<file path="src/rtl/csi_rx_pkg.sv">
// Shared types and constants for the CSI-2 receive lane path.
package csi_rx_pkg;

  localparam int NUM_LANE_MAX = 4;
  localparam int BYTE_W       = 8;

  typedef enum logic {
    SYNC   = 1'b0,
    STREAM = 1'b1
  } deskew_state_e;

  // Only 1, 2 or 4 lanes are meaningful, and never more than are built.
  function automatic logic lane_count_legal(input logic [2:0] cnt, input int num_lane);
    return ((cnt == 3'd1) || (cnt == 3'd2) || (cnt == 3'd4)) && (int'(cnt) <= num_lane);
  endfunction

endpackage

</file>
<file path="src/rtl/csi_rx_skew_fifo.sv">
// Per-lane byte FIFO absorbing inter-lane skew; flush overrides push and pop.
module csi_rx_skew_fifo
  import csi_rx_pkg::*;
#(
  parameter int DEPTH = 8,
  parameter int W     = BYTE_W
) (
  input  logic         clk,
  input  logic         rst,
  input  logic         push,
  input  logic         pop,
  input  logic         flush,
  input  logic [W-1:0] din,
  output logic [W-1:0] dout,
  output logic         full,
  output logic         empty
);

  localparam int AW = (DEPTH > 1) ? $clog2(DEPTH) : 1;
  localparam int CW = $clog2(DEPTH + 1);

  logic [W-1:0]  mem [DEPTH];
  logic [AW-1:0] wr_ptr;
  logic [AW-1:0] rd_ptr;
  logic [CW-1:0] count;
  logic          do_push;
  logic          do_pop;

  function automatic logic [AW-1:0] ptr_inc(input logic [AW-1:0] p);
    return (p == AW'(DEPTH - 1)) ? '0 : p + AW'(1);
  endfunction

  assign full    = (count == CW'(DEPTH));
  assign empty   = (count == '0);
  assign do_push = push && !full;
  assign do_pop  = pop && !empty;
  assign dout    = mem[rd_ptr];

  always_ff @(posedge clk or posedge rst) begin
    if (rst) begin
      wr_ptr <= '0;
      rd_ptr <= '0;
      count  <= '0;
    end else if (flush) begin
      wr_ptr <= '0;
      rd_ptr <= '0;
      count  <= '0;
    end else begin
      if (do_push) wr_ptr <= ptr_inc(wr_ptr);
      if (do_pop)  rd_ptr <= ptr_inc(rd_ptr);
      count <= count + CW'(do_push) - CW'(do_pop);
    end
  end

  always_ff @(posedge clk) begin
    if (do_push && !flush) mem[wr_ptr] <= din;
  end

endmodule

</file>
<file path="src/rtl/csi_rx_lane_deskew.sv">
// N-lane deskew and word assembler: hunts for all lanes' first byte in SYNC,
// then pops one byte per active lane per cycle in STREAM.
module csi_rx_lane_deskew
  import csi_rx_pkg::*;
#(
  parameter int NUM_LANE   = 2,
  parameter int MAX_SKEW   = 4,
  parameter int FIFO_DEPTH = 8
) (
  input  logic                         byte_clock,
  input  logic                         reset,
  input  logic                         enable,
  input  logic [2:0]                   active_lanes,
  input  logic [BYTE_W*NUM_LANE-1:0]   byte_in,
  input  logic [NUM_LANE-1:0]          byte_vld,
  input  logic                         packet_done,
  output logic                         wait_for_sync,
  output logic                         packet_done_out,
  output logic [BYTE_W*NUM_LANE-1:0]   word_out,
  output logic                         word_vld,
  output logic                         skew_err,
  output logic [7:0]                   err_cnt,
  output deskew_state_e                state_dbg
);

  localparam int SKEW_W = 4;

  // byte_vld and word_vld are valid-only qualifiers: there is no ready, the
  // aligners never stall and the packet handler must accept every word.
  deskew_state_e       state, state_next;
  logic [NUM_LANE-1:0] live_mask, mask, mask_q;
  logic [NUM_LANE-1:0] push, seen, arrived, arrived_n, full, empty;
  logic [SKEW_W-1:0]   timer, timer_n;
  logic [2:0]          live_cnt;
  logic                all_arrived, timeout, overflow, pop_all, flush, err;
  logic [BYTE_W-1:0]   lane_dout [NUM_LANE];
  logic [BYTE_W*NUM_LANE-1:0] popped;

  always_comb begin
    live_cnt = lane_count_legal(active_lanes, NUM_LANE) ? active_lanes : 3'd1;
    for (int i = 0; i < NUM_LANE; i++) live_mask[i] = (i < int'(live_cnt));
  end

  // The lane count is only followed while hunting; STREAM keeps the latched one.
  assign mask        = (state == SYNC) ? live_mask : mask_q;
  assign push        = byte_vld & mask;
  assign seen        = (arrived | push) & mask;
  assign all_arrived = (seen == mask);
  assign timeout     = (timer == SKEW_W'(MAX_SKEW));
  assign overflow    = (state == STREAM) && |(push & full);
  assign pop_all     = enable && (state == STREAM) && ((~empty & mask) == mask);

  always_comb begin
    popped = '0;
    for (int i = 0; i < NUM_LANE; i++) begin
      if (mask[i]) popped[i*BYTE_W +: BYTE_W] = lane_dout[i];
    end
  end

  always_comb begin
    state_next = state;
    arrived_n  = arrived;
    timer_n    = timer;
    flush      = 1'b0;
    err        = 1'b0;
    if (!enable) begin
      state_next = SYNC;
      flush      = 1'b1;
      arrived_n  = '0;
      timer_n    = '0;
    end else begin
      case (state)
        SYNC: begin
          // The last arrival beats a timeout landing in the same cycle.
          if (all_arrived) begin
            state_next = STREAM;
            arrived_n  = '0;
            timer_n    = '0;
          end else if (timeout) begin
            err       = 1'b1;
            flush     = 1'b1;
            arrived_n = '0;
            timer_n   = '0;
          end else begin
            arrived_n = seen;
            if (|seen) timer_n = timer + SKEW_W'(1);
          end
        end
        STREAM: begin
          if (overflow || packet_done) begin
            state_next = SYNC;
            flush      = 1'b1;
            err        = overflow;
          end
        end
        default: state_next = SYNC;
      endcase
    end
  end

  always_ff @(posedge byte_clock or posedge reset) begin
    if (reset) state <= SYNC;
    else       state <= state_next;
  end

  always_ff @(posedge byte_clock or posedge reset) begin
    if (reset) begin
      mask_q          <= NUM_LANE'(1);
      arrived         <= '0;
      timer           <= '0;
      word_out        <= '0;
      word_vld        <= 1'b0;
      packet_done_out <= 1'b0;
      skew_err        <= 1'b0;
      err_cnt         <= '0;
    end else begin
      mask_q          <= mask;
      arrived         <= arrived_n;
      timer           <= timer_n;
      word_vld        <= pop_all;
      packet_done_out <= packet_done && enable;
      skew_err        <= err;
      if (pop_all) word_out <= popped;
      if (err && (err_cnt != 8'hFF)) err_cnt <= err_cnt + 8'd1;
    end
  end

  assign wait_for_sync = (state == SYNC);
  assign state_dbg     = state;

  for (genvar g = 0; g < NUM_LANE; g++) begin : g_lane
    csi_rx_skew_fifo #(
      .DEPTH (FIFO_DEPTH),
      .W     (BYTE_W)
    ) u_fifo (
      .clk   (byte_clock),
      .rst   (reset),
      .push  (push[g]),
      .pop   (pop_all && mask[g]),
      .flush (flush),
      .din   (byte_in[g*BYTE_W +: BYTE_W]),
      .dout  (lane_dout[g]),
      .full  (full[g]),
      .empty (empty[g])
    );
  end

endmodule

</file>
<file path="config.mk">
export PLATFORM = sky130hd
export DESIGN_NAME = csi_rx_lane_deskew
export DESIGN_NICKNAME = d
export VERILOG_FILES = /design/src/rtl/csi_rx_pkg.sv /design/src/rtl/csi_rx_skew_fifo.sv /design/src/rtl/csi_rx_lane_deskew.sv
export SDC_FILE = /design/constraint.sdc
export NUM_CORES = 1
export LEC_CHECK = 0
export BUFFER_PORTS_ARGS = -buffer_cell sky130_fd_sc_hd__buf_2
export CORE_ASPECT_RATIO = 1.25
export CORE_MARGIN = 2
export CORE_UTILIZATION = 55
export DETAILED_ROUTE_END_ITERATION = 10
export PLACE_DENSITY = 0.78
export REMOVE_ABC_BUFFERS = 1
export SYNTH_ARGS = -nofsm -noshare
export SYNTH_HDL_FRONTEND = slang
export SYNTH_HIERARCHICAL = 1
export SYNTH_SLANG_ARGS = --single-unit
</file>
<file path="constraint.sdc">
create_clock -name byte_clock -period 9.1 [get_ports byte_clock]
set_input_delay 0.91 -clock byte_clock [delete_from_list [all_inputs] [get_ports byte_clock]]
set_output_delay 0.91 -clock byte_clock [all_outputs]
set_load 0.05 [all_outputs]
</file>
# == After elaboration in Yosys (flattened, before gate mapping) ==
# Memory sizes are Yosys's and may differ from the RTL's.
# Cells that the tools add are included.
# W data, S select, Z words.
# word_totals
output_inout_bits,29
n_memories,2
ramBits,128
input_bits,25
elab_cells,126
reg_bits,56
# op_classes
add_sub_neg,10
bitwise_logic,7
eq_ne,15
n_reduce_logical,31
muxes,43
order_cmp,3
# memory_table
memory,depth,width,read_ports,rd_ports_with_merged_regs,wr,line,source
g_lane[0].u_fifo.mem,8,8,1,0,1,csi_rx_skew_fifo.sv:22,logic [W-1:0] mem [DEPTH];
g_lane[1].u_fifo.mem,8,8,1,0,1,csi_rx_skew_fifo.sv:22,
# ops
op,count
$mux W3,13
$mux W4,7
$mux W8,2
$eq A3 B3 Y1 const B,5
$logic_and A1 B1 Y1,14
$mux W1,13
$add A3 B1 Y3 const B,4
$mux W2,5
$add A4 B1 Y4,2
$add A8 B1 Y8 const B,1
$and A2 B2 Y2,4
$eq A4 B4 Y1 const B,2
$logic_not A4 Y1,2
$ne A8 B8 Y1 const B,1
$reduce_bool A2 Y1,4
$sub A4 B1 Y4,2
$lt A1 B3 Y1 const A,2
$pmux W1 S2,3
$logic_not A1 Y1,5
$add A4 B1 Y4 const B,1
$eq A2 B2 Y1,2
$eq A4 B3 Y1 const B,1
$ne A4 B1 Y1 const B,1
$reduce_or A2 Y1,2
other kinds (9),11

# == Depth between registers and ports, before layout ==
# Gate-level depths: netlist of run 1.
# logic_depth
ltp_word,19
depth_mapped,14
mapped_depth_nobuf,14

# == Cells and area by module ==
# The synthesis of run 1 kept the hierarchy.
# by_module_without_submodules
module,area_per_inst_um2,cells_each,n_inst
csi_rx_skew_fifo (g_lane[0].u_fifo),3176.8,171,1
csi_rx_skew_fifo (g_lane[1].u_fifo),3160.5,170,1
csi_rx_lane_deskew,1706.6,180,1

# == Worst setup path before layout of run 1 ==
# Ideal clock, no wire load.
# synth_timing
path_kind,input to register
startpoint,in active_lanes[2]
endpoint,mem g_lane[1].u_fifo/mem[0][0] in the netlist's numbering (enable)
path_slack_ns,5.322
setup_ns,0.383
cell_stages,7
path_buffers,1
arrival_ns,3.394
required_ns,8.717
path_cell_list,or3b_1 -> o21ai_1 -> clkbuf_1 -> and2_1 -> inv_1 -> or4_1 -> nor3_1
# synth_via
elab_chain_len,19
elab_cells_between_ends,28
# synth_lines
item,line,source
"start, declared",csi_rx_lane_deskew.sv:13,"input logic [2:0] active_lanes,"
branches (longest 4 deep; another with $le A3 B2 Y1),-,
$mux W3 *,csi_rx_lane_deskew.sv:40,"live_cnt = lane_count_legal(active_lanes, NUM_LANE) ? active_lanes : 3'd1;"
$lt A1 B3 Y1 *,csi_rx_lane_deskew.sv:41,for (int i = 0; i < NUM_LANE; i++) live_mask[i] = (i < int'(live_cnt));
$mux W2 *,csi_rx_lane_deskew.sv:45,assign mask = (state == SYNC) ? live_mask : mask_q;
named net mask[1],csi_rx_lane_deskew.sv:31,"logic [NUM_LANE-1:0] live_mask, mask, mask_q;"
$and A2 B2 Y2 *,csi_rx_lane_deskew.sv:46,assign push = byte_vld & mask;
named net push[1],csi_rx_lane_deskew.sv:32,"logic [NUM_LANE-1:0] push, seen, arrived, arrived_n, full, empty;"
$and A2 B2 Y2,csi_rx_lane_deskew.sv:50,assign overflow = (state == STREAM) && |(push & full);
[... 2 more ...],-,
$logic_or A1 B1 Y1,csi_rx_lane_deskew.sv:90,if (overflow || packet_done) begin
$mux W1,csi_rx_lane_deskew.sv:90,
$pmux W1 S2,csi_rx_lane_deskew.sv:72,case (state)
$mux W1,csi_rx_lane_deskew.sv:66,if (!enable) begin
$logic_not A1 Y1,csi_rx_skew_fifo.sv:56,if (do_push && !flush) mem[wr_ptr] <= din;
$logic_and A1 B1 Y1 *,csi_rx_skew_fifo.sv:56,
$mux W1 *,csi_rx_skew_fifo.sv:56,
$mux W1 (implied by the code) *,csi_rx_skew_fifo.sv:56,
"end, declared",csi_rx_skew_fifo.sv:22,
# Mark *: on every way through the listed nets, which the timed path passes.

# == Final worst setup path of run 1 ==
# layout_timing
startpoint,in active_lanes[2]
endpoint,reg g_lane[1].u_fifo.count[2]
# layout_via
elab_chain_len,16
elab_cells_between_ends,32
# layout_lines
item,line,source
branches (longest 4 deep; another with $le A3 B2 Y1),-,
$mux W3 *,csi_rx_lane_deskew.sv:40,
$lt A1 B3 Y1,csi_rx_lane_deskew.sv:41,
$mux W2 *,csi_rx_lane_deskew.sv:45,
branches (longest 8 deep; another with $add A4 B1 Y4),-,
$mux W4 *,csi_rx_skew_fifo.sv:44,end else if (flush) begin
"end signal, assigned",csi_rx_skew_fifo.sv:51,count <= count + CW'(do_push) - CW'(do_pop);
"end, declared",csi_rx_skew_fifo.sv:25,logic [CW-1:0] count;
# Every way passes the cells marked *.
# A chain may end at the register's enable or synchronous reset.

==> results of run 1 <==
[worst paths after layout]
check	startpoint	to	slack [ns]	depth (start not counted)
setup reg to reg	g_lane[1].u_fifo/count[2]$_DFF_PP0_	g_lane[1].u_fifo/mem[0][1]$_DFFE_PP_	5.14	11
hold reg to reg	word_out[9]$_DFFE_PP0P_	word_out[9]$_DFFE_PP0P_	0.48	2
max in group asynchronous	reset	mask_q[0]$_DFF_PP1_	8.12	3
setup / recovery	active_lanes[2]	g_lane[1].u_fifo/count[2]$_DFF_PP0_	5.10	14
min in group asynchronous	reset	g_lane[1].u_fifo/count[1]$_DFF_PP0_	0.49	2
hold / removal	word_out[9]$_DFFE_PP0P_	word_out[9]$_DFFE_PP0P_	0.48	2
[state kept, by name, summed over array words and instances (netlist names), 2 cells and up]
name	flops
g_lane.u_fifo/rd_ptr	6
arrived	2
mask_q	2
g_lane.u_fifo/count	8
g_lane.u_fifo/mem	128
timer	4
err_cnt	8
word_out	16
g_lane.u_fifo/wr_ptr	6
[worst reg2reg max path, cell delays in order, from the launching register on]
cell and delay (ns):
dfrtp_1 0.33, inv_1 0.07, ha_1 0.19, or3b_1 0.26, inv_1 0.14, nand3_1 0.11
o21ai_1 0.11, a2bb2oi_2 0.40, nand3_1 0.13, buf_4 0.25, or4_1 0.58, nor3_1 0.98
[cell usage after synthesis, drive strengths merged, types with 2 or more instances]
cell type / n
edfxtp: 128
dfrtp: 55
nand2: 44
mux4: 32
o21ai: 30
inv: 27
nor2: 27
ha: 22
a21oi: 18
mux2: 18
nand3: 13
buf: 11
clkbuf: 9
nand2b: 9
nor2b: 8
xor2: 7
nor3: 6
nand4b: 5
and2: 4
or3b: 4
nor3b: 3
nor4: 3
or3: 3
or4: 3
a21o: 2
a2bb2oi: 2
a31o: 2
a31oi: 2
and3: 2
fa: 2
xnor2: 2
[layout make-up]
class                           count  area, sq um  area share [%]
Clock buffer                       17          425            4.72
Clock inverter                     15          141            1.57
Inverter                           27          101            1.13
Multi-Input combinational cell    290         2560            28.4
Sequential cell                   184         5250            58.3
Tap cell                          178          223            2.47
Timing Repair Buffer               59          310            3.45
[power by group through the flow]
stage               logic (W)  clock network [W]  registers [W]
global route         0.000321           0.000735       0.000982
CTS                  0.000298           0.000701       0.000978
detailed placement   0.000296                  0       0.000996
floorplan            0.000105                  0        0.00110
global placement     0.000287                  0       0.000992
finish               0.000294           0.000688       0.000976
[routing by layer]
metal | GRT usage (%) | wire length, um | part of all wire [%] | up-vias
li1 | - | - | - | 2101
met1 | 23.2 | 5810 | 40 | 2251
met2 | 36.0 | 8020 | 55 | 108
met3 | 4.57 | 530 | 3.6 | 24
met4 | 8.34 | 276 | 1.9 | 0
met5 | 0 | 0 | 0 | -
[stage by stage]
stage                     utilization [%]  setup slack [ns]  total power, W
final                                62.8              5.10         0.00196
after global routing                 62.8              4.85         0.00204
after CTS                            62.8              5.13         0.00198
after detailed placement             58.8              4.70         0.00129
after global placement               58.8              4.82         0.00128
after floorplan                         -              4.97         0.00120
[kinds of logic after synthesis]
logic type / count (synthesis)
DFF: 184
and+or+nand+nor: 141
AOI/OAI and AO/OA: 65
muxes: 51
buffers and inverters: 47
adders and majority gates: 24
xor gates and xnor gates: 9
==> results.json, run 1 <==
{
  "cts_hold_buf": 0,
  "yosys-mux-area-fraction_pct": 13.1,
  "power_frac_seq_pct": 49.8,
  "fin_cells": 770,
  "finalWirelength_um": 14600,
  "max_slew_margin_pct": 15.3,
  "start_util_pct": 56.1,
  "dieHeight_um": 139,
  "synth-simple-area-share_pct": 9.02,
  "synth_area_sq_um": 8040,
  "drc_errors": 0,
  "synth_area_leaders": "edfxtp_1, dfrtp_1, mux4_1",
  "critPathLaunchType": "input port",
  "cts_tree": "built",
  "finalSetupViolCount": 0,
  "dp_hpwl_um": 9820,
  "synth.avg_cell_area_sq_um": 15.4,
  "antenna_found_initial": 0,
  "synth_xor_area_share_pct": 0.980,
  "drt_iter0_markers": 226,
  "cts_made_buffers": 17,
  "crit_path_max_fanout": 35,
  "vias_per_cell": 5.82,
  "grt_usage_pct": 20.1,
  "tightest_slew_ns": 1.26,
  "numPlacedInstances": 738,
  "grt_overflow": 0,
  "cts_sinks": 184,
  "path_clk_slew_ns": 0.07,
  "crit_chain": "buf_2 -> or3b_1 -> o21ai_1 -> buf_4 -> a221o_1 -> nor2b_1 -> inv_1 -> nor2_1 -> ha_1 -> inv_1 -> ha_1 -> fa_1 -> xnor2_1 -> nor2_1",
  "die-area_sq_um": 15600,
  "coreArea_sq_um": 14300,
  "path_buf_inv": 4,
  "layout_commonest_cell": "edfxtp_1",
  "fp-row-count": 49,
  "irDropWorstVdd_mv": 0.176,
  "crit_path_max_incr_delay_ns": 0.92,
  "hold_path.class": "reg -> reg",
  "grt_pass1_vias": 4657,
  "syn_to_final_growth_pct": 12.0,
  "nFillCells": 1056,
  "worst_hold_slack_ns": 0.478,
  "clkPwrFrac_pct": 35.1,
  "synth-adder-area-share_pct": 3.92,
  "synth_cell_types": 57,
  "drv_cap": 0,
  "final_cell_mix": "edfxtp_1, dfrtp_1, buf_2",
  "status": "finished clean",
  "htreeDepth": 4,
  "end_kind": "register",
  "cts_setup_buffers": 0,
  "cts_resized": 0,
  "routabilityCongestion": 0.824,
  "die_x_um": 112,
  "root_buffer": "clkbuf_16",
  "synth-edff-count": 128,
  "finish.instance_area_sq_um": 9010,
  "worstPathRequired_ns": 9.41,
  "ys_seq_elements": 184,
  "arrival_ns": 4.31,
  "skew_ns": 0.0104,
  "power_frac_comb_pct": 15.0,
  "nets": 628,
  "power.static_leakage_nw": 3.49,
  "drt-pass1-iter-count": 4,
  "io-pin-count": 54,
  "synthCells": 521,
  "synthFlopType": "edfxtp_1",
  "drive_above_1_share_pct": 19.6,
  "critPathTopFamily": "compound AO/OA/AOI/OAI gates",
  "internal_power_w": 0.00138,
  "grt_max_degree": 37,
  "synth-compound-area-share_pct": 4.79,
  "fmax_mhz": 250,
  "tns_ns": 0,
  "synth_top_cell_area_share_pct": 47.8,
  "async_reset_ff_share_pct": 30.4,
  "routedWlPerCell_um": 19.0,
  "io_buffers": 53,
  "vias": 4484,
  "switchingPower_w": 0.000574,
  "rsz0062_at_grt": "no",
  "critPathKind": "in -> reg",
  "clk_latency_ns": 0.43,
  "slowest_stage": "a221o_1",
  "yosys.area.top_type": "edfxtp_1",
  "switching_share_pct": 29.3,
  "synth_top_family_by_area": "multiplexers",
  "placed_cell_area_sq_um": 8440,
  "n_antenna_cell": 0,
  "grt_first_pass_wirelength_um": 23800,
  "yosys_warnings": 6,
  "power.density_nw_per_um2": 218,
  "final_antenna_net_count": 0,
  "min_period_ns": 4.00,
  "period_share_pct": 43.9,
  "drv_slew": 0,
  "cts_buffer_depth": 2,
  "ys_seq_area_share_pct": 65.2,
  "hold_viol_final": 0
}
Note: power is estimated with default switching activity, not from simulation.
==> run 2, diff against run 1 <==
- clock period: 9.1 -> 4 ns (I/O delays scaled with it)
==> results.json, run 2 (synthesized netlist as in run 1, its figures left out) <==
{
  "status": "finished clean",
  "regMostFlops": "g_lane.u_fifo/mem",
  "hold_path.class": "in -> reg",
  "numPlacedInstances": 746,
  "power.density_nw_per_um2": 502,
  "drv_slew": 0,
  "nFillCells": 1018,
  "layout_commonest_cell": "edfxtp_1",
  "grt_max_degree": 34,
  "coreArea_sq_um": 14300,
  "finish.instance_area_sq_um": 9100,
  "nets": 637,
  "drc_errors": 0,
  "grt_overflow": 0,
  "slowest_stage": "or4_1",
  "grt_pass1_vias": 4679,
  "dieHeight_um": 139,
  "largest_reg_flops": 128,
  "cts_resized": 0,
  "cts_sinks": 184,
  "htreeDepth": 4,
  "min_period_ns": 3.38,
  "final_antenna_net_count": 0,
  "fin_cells": 779,
  "dp_hpwl_um": 10200,
  "multiInputGateArea_sq_um": 2560,
  "globalRouteMet2Util_pct": 35.6,
  "cts_made_buffers": 17,
  "root_buffer": "clkbuf_16",
  "die-area_sq_um": 15600,
  "vias": 4509,
  "tightest_slew_ns": 0.921,
  "cts_tree": "built",
  "arrival_ns": 3.44,
  "skew_ns": 0.00514,
  "fp-row-count": 49,
  "postLayoutCoreUtil_pct": 63.4,
  "finalSetupViolCount": 0,
  "worstPathRequired_ns": 4.06,
  "drv_cap": 0,
  "r2r_start": "g_lane[1].u_fifo/count[2]$_DFF_PP0_",
  "io-pin-count": 54,
  "placed_cell_area_sq_um": 8500,
  "period_share_pct": 84.5,
  "final_cell_mix": "edfxtp_1, dfrtp_1, buf_2",
  "hold_end": "packet_done_out$_DFF_PP0_",
  "crit_chain": "inv_1 -> ha_1 -> or3b_1 -> inv_1 -> nand3_1 -> o21ai_1 -> a2bb2oi_2 -> nand3_1 -> or4_1 -> nor2_1",
  "fmax_mhz": 296,
  "drive_above_1_share_pct": 20.3,
  "end_kind": "register",
  "clk_latency_ns": 0.43,
  "antenna_found_initial": 0,
  "critPathKind": "reg -> reg",
  "rsz0062_at_grt": "no",
  "drt_iter0_markers": 280,
  "r2r_cells": 10,
  "largestRegisters": "g_lane.u_fifo/mem (128), word_out (16)",
  "hp-start": "packet_done",
  "vias_per_cell": 5.79,
  "grt_util_met3_pct": 4.70,
  "max_slew_margin_pct": 38.6,
  "hold_viol_final": 0,
  "hold_depth": 2,
  "routedWlPerCell_um": 19.4,
  "path_buf_inv": 2,
  "finalWirelength_um": 15100,
  "power.static_leakage_nw": 3.55,
  "start_util_pct": 56.1,
  "reg2reg_slack_ns": 0.62,
  "worst_r2r_endpoint": "g_lane[1].u_fifo/mem[6][5]$_DFFE_PP_",
  "path_clk_slew_ns": 0.07,
  "crit_path_max_fanout": 9,
  "cts_buffer_depth": 2,
  "n_antenna_cell": 0,
  "critPathLaunchType": "register",
  "die_x_um": 112,
  "critPathTopFamily": "simple AND/OR/NAND/NOR gates",
  "syn_to_final_growth_pct": 13.2,
  "grt_first_pass_wirelength_um": 24400,
  "grt_usage_pct": 20.5,
  "drt-pass1-iter-count": 4,
  "io_buffers": 53,
  "grt_busiest_layer": "met2",
  "regArea_sq_um": 5250,
  "tns_ns": 0,
  "grt_util_met1_pct": 24.6,
  "crit_path_max_incr_delay_ns": 0.62,
  "irDropWorstVdd_mv": 0.353,
  "routabilityCongestion": 0.836
}
## run 2: cell count changes in the layout (fill, tap and decap cells not counted), moves of 2 or more
cell        change
buf_4           +8
clkinv_8        -2
bufinv_16       +2
clkinvlp_4      -2
## run 2: repair_timing
action / 4_1_cts / 5_1_grt
setup endpoints to repair: 0 / 0
setup buffers: 0 / 0
endpoints found under the hold margin: 25 / 0
hold buffers: 1 / 0
## run 2: where the power goes
part	total (W)	internal, W	switching (W)
clock	0.00167	0.000940	0.000733
combinational	0.000674	0.000186	0.000487
sequential	0.00222	0.00215	0.0000761
## run 2: how the worst max path moves through the flow
stage	start	endpoint	slack [ns]	depth (start not counted)
floorplan	state_dbg$_DFF_PP0_	g_lane[1].u_fifo/mem[0][0]$_DFFE_PP_	0.27	6
global placement	g_lane[1].u_fifo/count[2]$_DFF_PP0_	g_lane[1].u_fifo/mem[6][3]$_DFFE_PP_	0.76	10
detailed placement	g_lane[1].u_fifo/count[2]$_DFF_PP0_	g_lane[1].u_fifo/mem[6][3]$_DFFE_PP_	0.61	10
CTS	g_lane[1].u_fifo/count[2]$_DFF_PP0_	g_lane[1].u_fifo/mem[6][7]$_DFFE_PP_	0.60	10
global route	g_lane[1].u_fifo/count[2]$_DFF_PP0_	g_lane[1].u_fifo/mem[6][0]$_DFFE_PP_	0.35	10
finish	g_lane[1].u_fifo/count[2]$_DFF_PP0_	g_lane[1].u_fifo/mem[6][5]$_DFFE_PP_	0.62	10
## run 2: metrics by stage
stage	setup slack [ns]	hold WS, ns	total power, W
floorplan	0.269	0.240	0.00273
global placement	0.759	0.365	0.00291
detailed placement	0.608	0.375	0.00294
CTS	0.604	0.202	0.00461
global route	0.351	0.221	0.00475
finish	0.618	0.216	0.00457
## run 2: final cells by class
cell class | instances | area share (%)
Sequential cell | 184 | 57.6
Multi-Input combinational cell | 290 | 28.1
Clock buffer | 18 | 4.71
Timing Repair Buffer | 68 | 4.18
Tap cell | 178 | 2.45
Clock inverter | 14 | 1.80
Inverter | 27 | 1.11
## run 2: layer usage
metal,wire length (um),up-vias
met3,519,28
met4,376,0
met5,0,-
li1,-,2114
met2,8140,88
met1,6090,2279
==> run 3, diff against run 2 <==
- CORE_UTILIZATION: 55 -> 54
- PLACE_DENSITY: 0.78 -> 0.79
- clock period: 4 -> 3.1 ns (I/O delays scaled with it)
==> results.json, run 3 (synthesized netlist as in run 1, its figures left out) <==
{
  "status": "finished with violations",
  "violations": "DRC",
  "critPathKind": "reg -> reg",
  "fmax_mhz": 338,
  "power.density_nw_per_um2": 641,
  "final_antenna_net_count": 0,
  "power.static_leakage_nw": 3.60,
  "drt-pass1-iter-count": 8,
  "drt_iter0_markers": 271,
  "arrival_ns": 3.01,
  "finalWirelength_um": 14800,
  "dieHeight_um": 140,
  "irDropWorstVdd_mv": 0.600,
  "coreArea_sq_um": 14500,
  "drive_above_1_share_pct": 23.0,
  "routabilityCongestion": 0.808,
  "hold_viol_final": 0,
  "tns_ns": 0,
  "power_frac_comb_pct": 15.3,
  "syn_to_final_growth_pct": 14.5,
  "tightest_slew_ns": 0.897,
  "fp-row-count": 49,
  "hold_path.class": "in -> reg",
  "dp_hpwl_um": 10100,
  "min_period_ns": 2.96,
  "io-pin-count": 54,
  "path_clk_slew_ns": 0.07,
  "layout_commonest_cell": "edfxtp_1",
  "grt_pass1_vias": 4733,
  "largestRegisters": "g_lane.u_fifo/mem (128), word_out (16)",
  "switchingPower_w": 0.00169,
  "antenna_found_initial": 0,
  "die_x_um": 113,
  "largest_reg_flops": 128,
  "cts_tree": "built",
  "regMostFlops": "g_lane.u_fifo/mem",
  "worst_hold_slack_ns": 0.143,
  "drv_cap": 0,
  "htreeDepth": 4,
  "cts_made_buffers": 17,
  "drc_errors": 3,
  "finalSetupViolCount": 0,
  "crit_path_max_incr_delay_ns": 0.69,
  "die-area_sq_um": 15900,
  "numPlacedInstances": 753,
  "vias_per_cell": 5.81,
  "cts_sinks": 184,
  "worstPathRequired_ns": 3.16,
  "skew_ns": 0.00917,
  "io_buffers": 53,
  "nets": 645,
  "rsz0062_at_grt": "yes",
  "root_buffer": "clkbuf_16",
  "end_kind": "register",
  "grt_usage_pct": 20.0,
  "drv_slew": 0,
  "clk_latency_ns": 0.43,
  "worst_path_most_repeated_cell": "nand3_1",
  "crit_path_max_fanout": 8,
  "clkPwrFrac_pct": 36.4,
  "grt_first_pass_wirelength_um": 24100,
  "grt_max_degree": 37,
  "start_util_pct": 55.6,
  "routedWlPerCell_um": 18.9,
  "slowest_stage": "nor2_1",
  "switching_share_pct": 28.7,
  "internal_power_w": 0.00421,
  "cts_buffer_depth": 2,
  "final_cell_mix": "edfxtp_1, dfrtp_1, buf_2",
  "grt_overflow": 0,
  "power_frac_seq_pct": 48.3,
  "fin_cells": 787,
  "critPathLaunchType": "register",
  "crit_chain": "inv_2 -> ha_1 -> or3b_1 -> inv_1 -> nand3_1 -> o21ai_1 -> a2bb2oi_2 -> nand3_1 -> nor2_1 -> nand3_1 -> nor2_1",
  "max_slew_margin_pct": 40.2,
  "period_share_pct": 95.4,
  "vias": 4576,
  "n_antenna_cell": 0
}
run 3: power by group through the flow:
stage | sequential (W) | clock (W) | combinational [W]
3_5_place_dp | 0.00291 | 0 | 0.000894
2_1_floorplan | 0.00322 | 0 | 0.000307
3_3_place_gp | 0.00290 | 0 | 0.000862
4_1_cts | 0.00285 | 0.00220 | 0.000899
6_report | 0.00285 | 0.00215 | 0.000901
5_1_grt | 0.00287 | 0.00231 | 0.000980
run 3: cell type report:
cell class              count  area [sq um]
inverters                  27           101
multi-input cells         290          2580
clock buffers              20           489
repair buffers             76           453
fillers                  1002          5260
flip-flops and latches    184          5250
well taps                 178           223
clock inverters            12           125
run 3: timing repair:
action                     in CTS  in global routing
gates resized for setup         0                  8
setup endpoints to repair       0                 61
buffers inserted                0                  1
hold endpoints to repair       20                  0
hold buffers                    1                  0
run 3: path summary, 6_finish.rpt:
check                                               startpoint                              endpoint  cells after the start  slack (ns)
max                        g_lane[1].u_fifo/count[2]$_DFF_PP0_  g_lane[0].u_fifo/mem[6][4]$_DFFE_PP_                     11        0.14
max reg2reg                g_lane[1].u_fifo/count[2]$_DFF_PP0_  g_lane[0].u_fifo/mem[6][4]$_DFFE_PP_                     11        0.14
max in group asynchronous                                reset                   mask_q[0]$_DFF_PP1_                      4        2.19
min                                                byte_in[11]  g_lane[1].u_fifo/mem[5][3]$_DFFE_PP_                      1        0.14
min in group asynchronous                                reset   g_lane[1].u_fifo/count[0]$_DFF_PP0_                      3        0.43
min reg2reg                           word_out[13]$_DFFE_PP0P_              word_out[13]$_DFFE_PP0P_                      2        0.47
run 3: routing by layer:
metal | global-route usage [%] | vias to the layer above | wire (um)
met5 | 0 | - | 0
met4 | 5.65 | 0 | 183
met3 | 5.71 | 17 | 610
met2 | 35.3 | 88 | 8040
met1 | 24.1 | 2332 | 6000
li1 | - | 2139 | -
run 3: through the flow:
stage	utilization, %	setup slack (ns)	power, W	instance area, sq um
floorplan	-	-0.631	0.00352	7910
global placement	59.2	0.189	0.00376	8560
detailed placement	59.2	0.0743	0.00380	8560
CTS	63.5	0.0385	0.00595	9190
global route	63.7	-0.0801	0.00616	9210
finish	63.7	0.142	0.00591	9210
run 3: critical path: cells and delay by family (launching register included):
family	cells	cell delay [ns]
AND/OR/NAND/NOR	6	1.61
buffers and inverters	2	0.14
AO/OA/AOI/OAI	2	0.26
adder cells (fa/ha/maj)	1	0.19
flip-flops	1	0.35
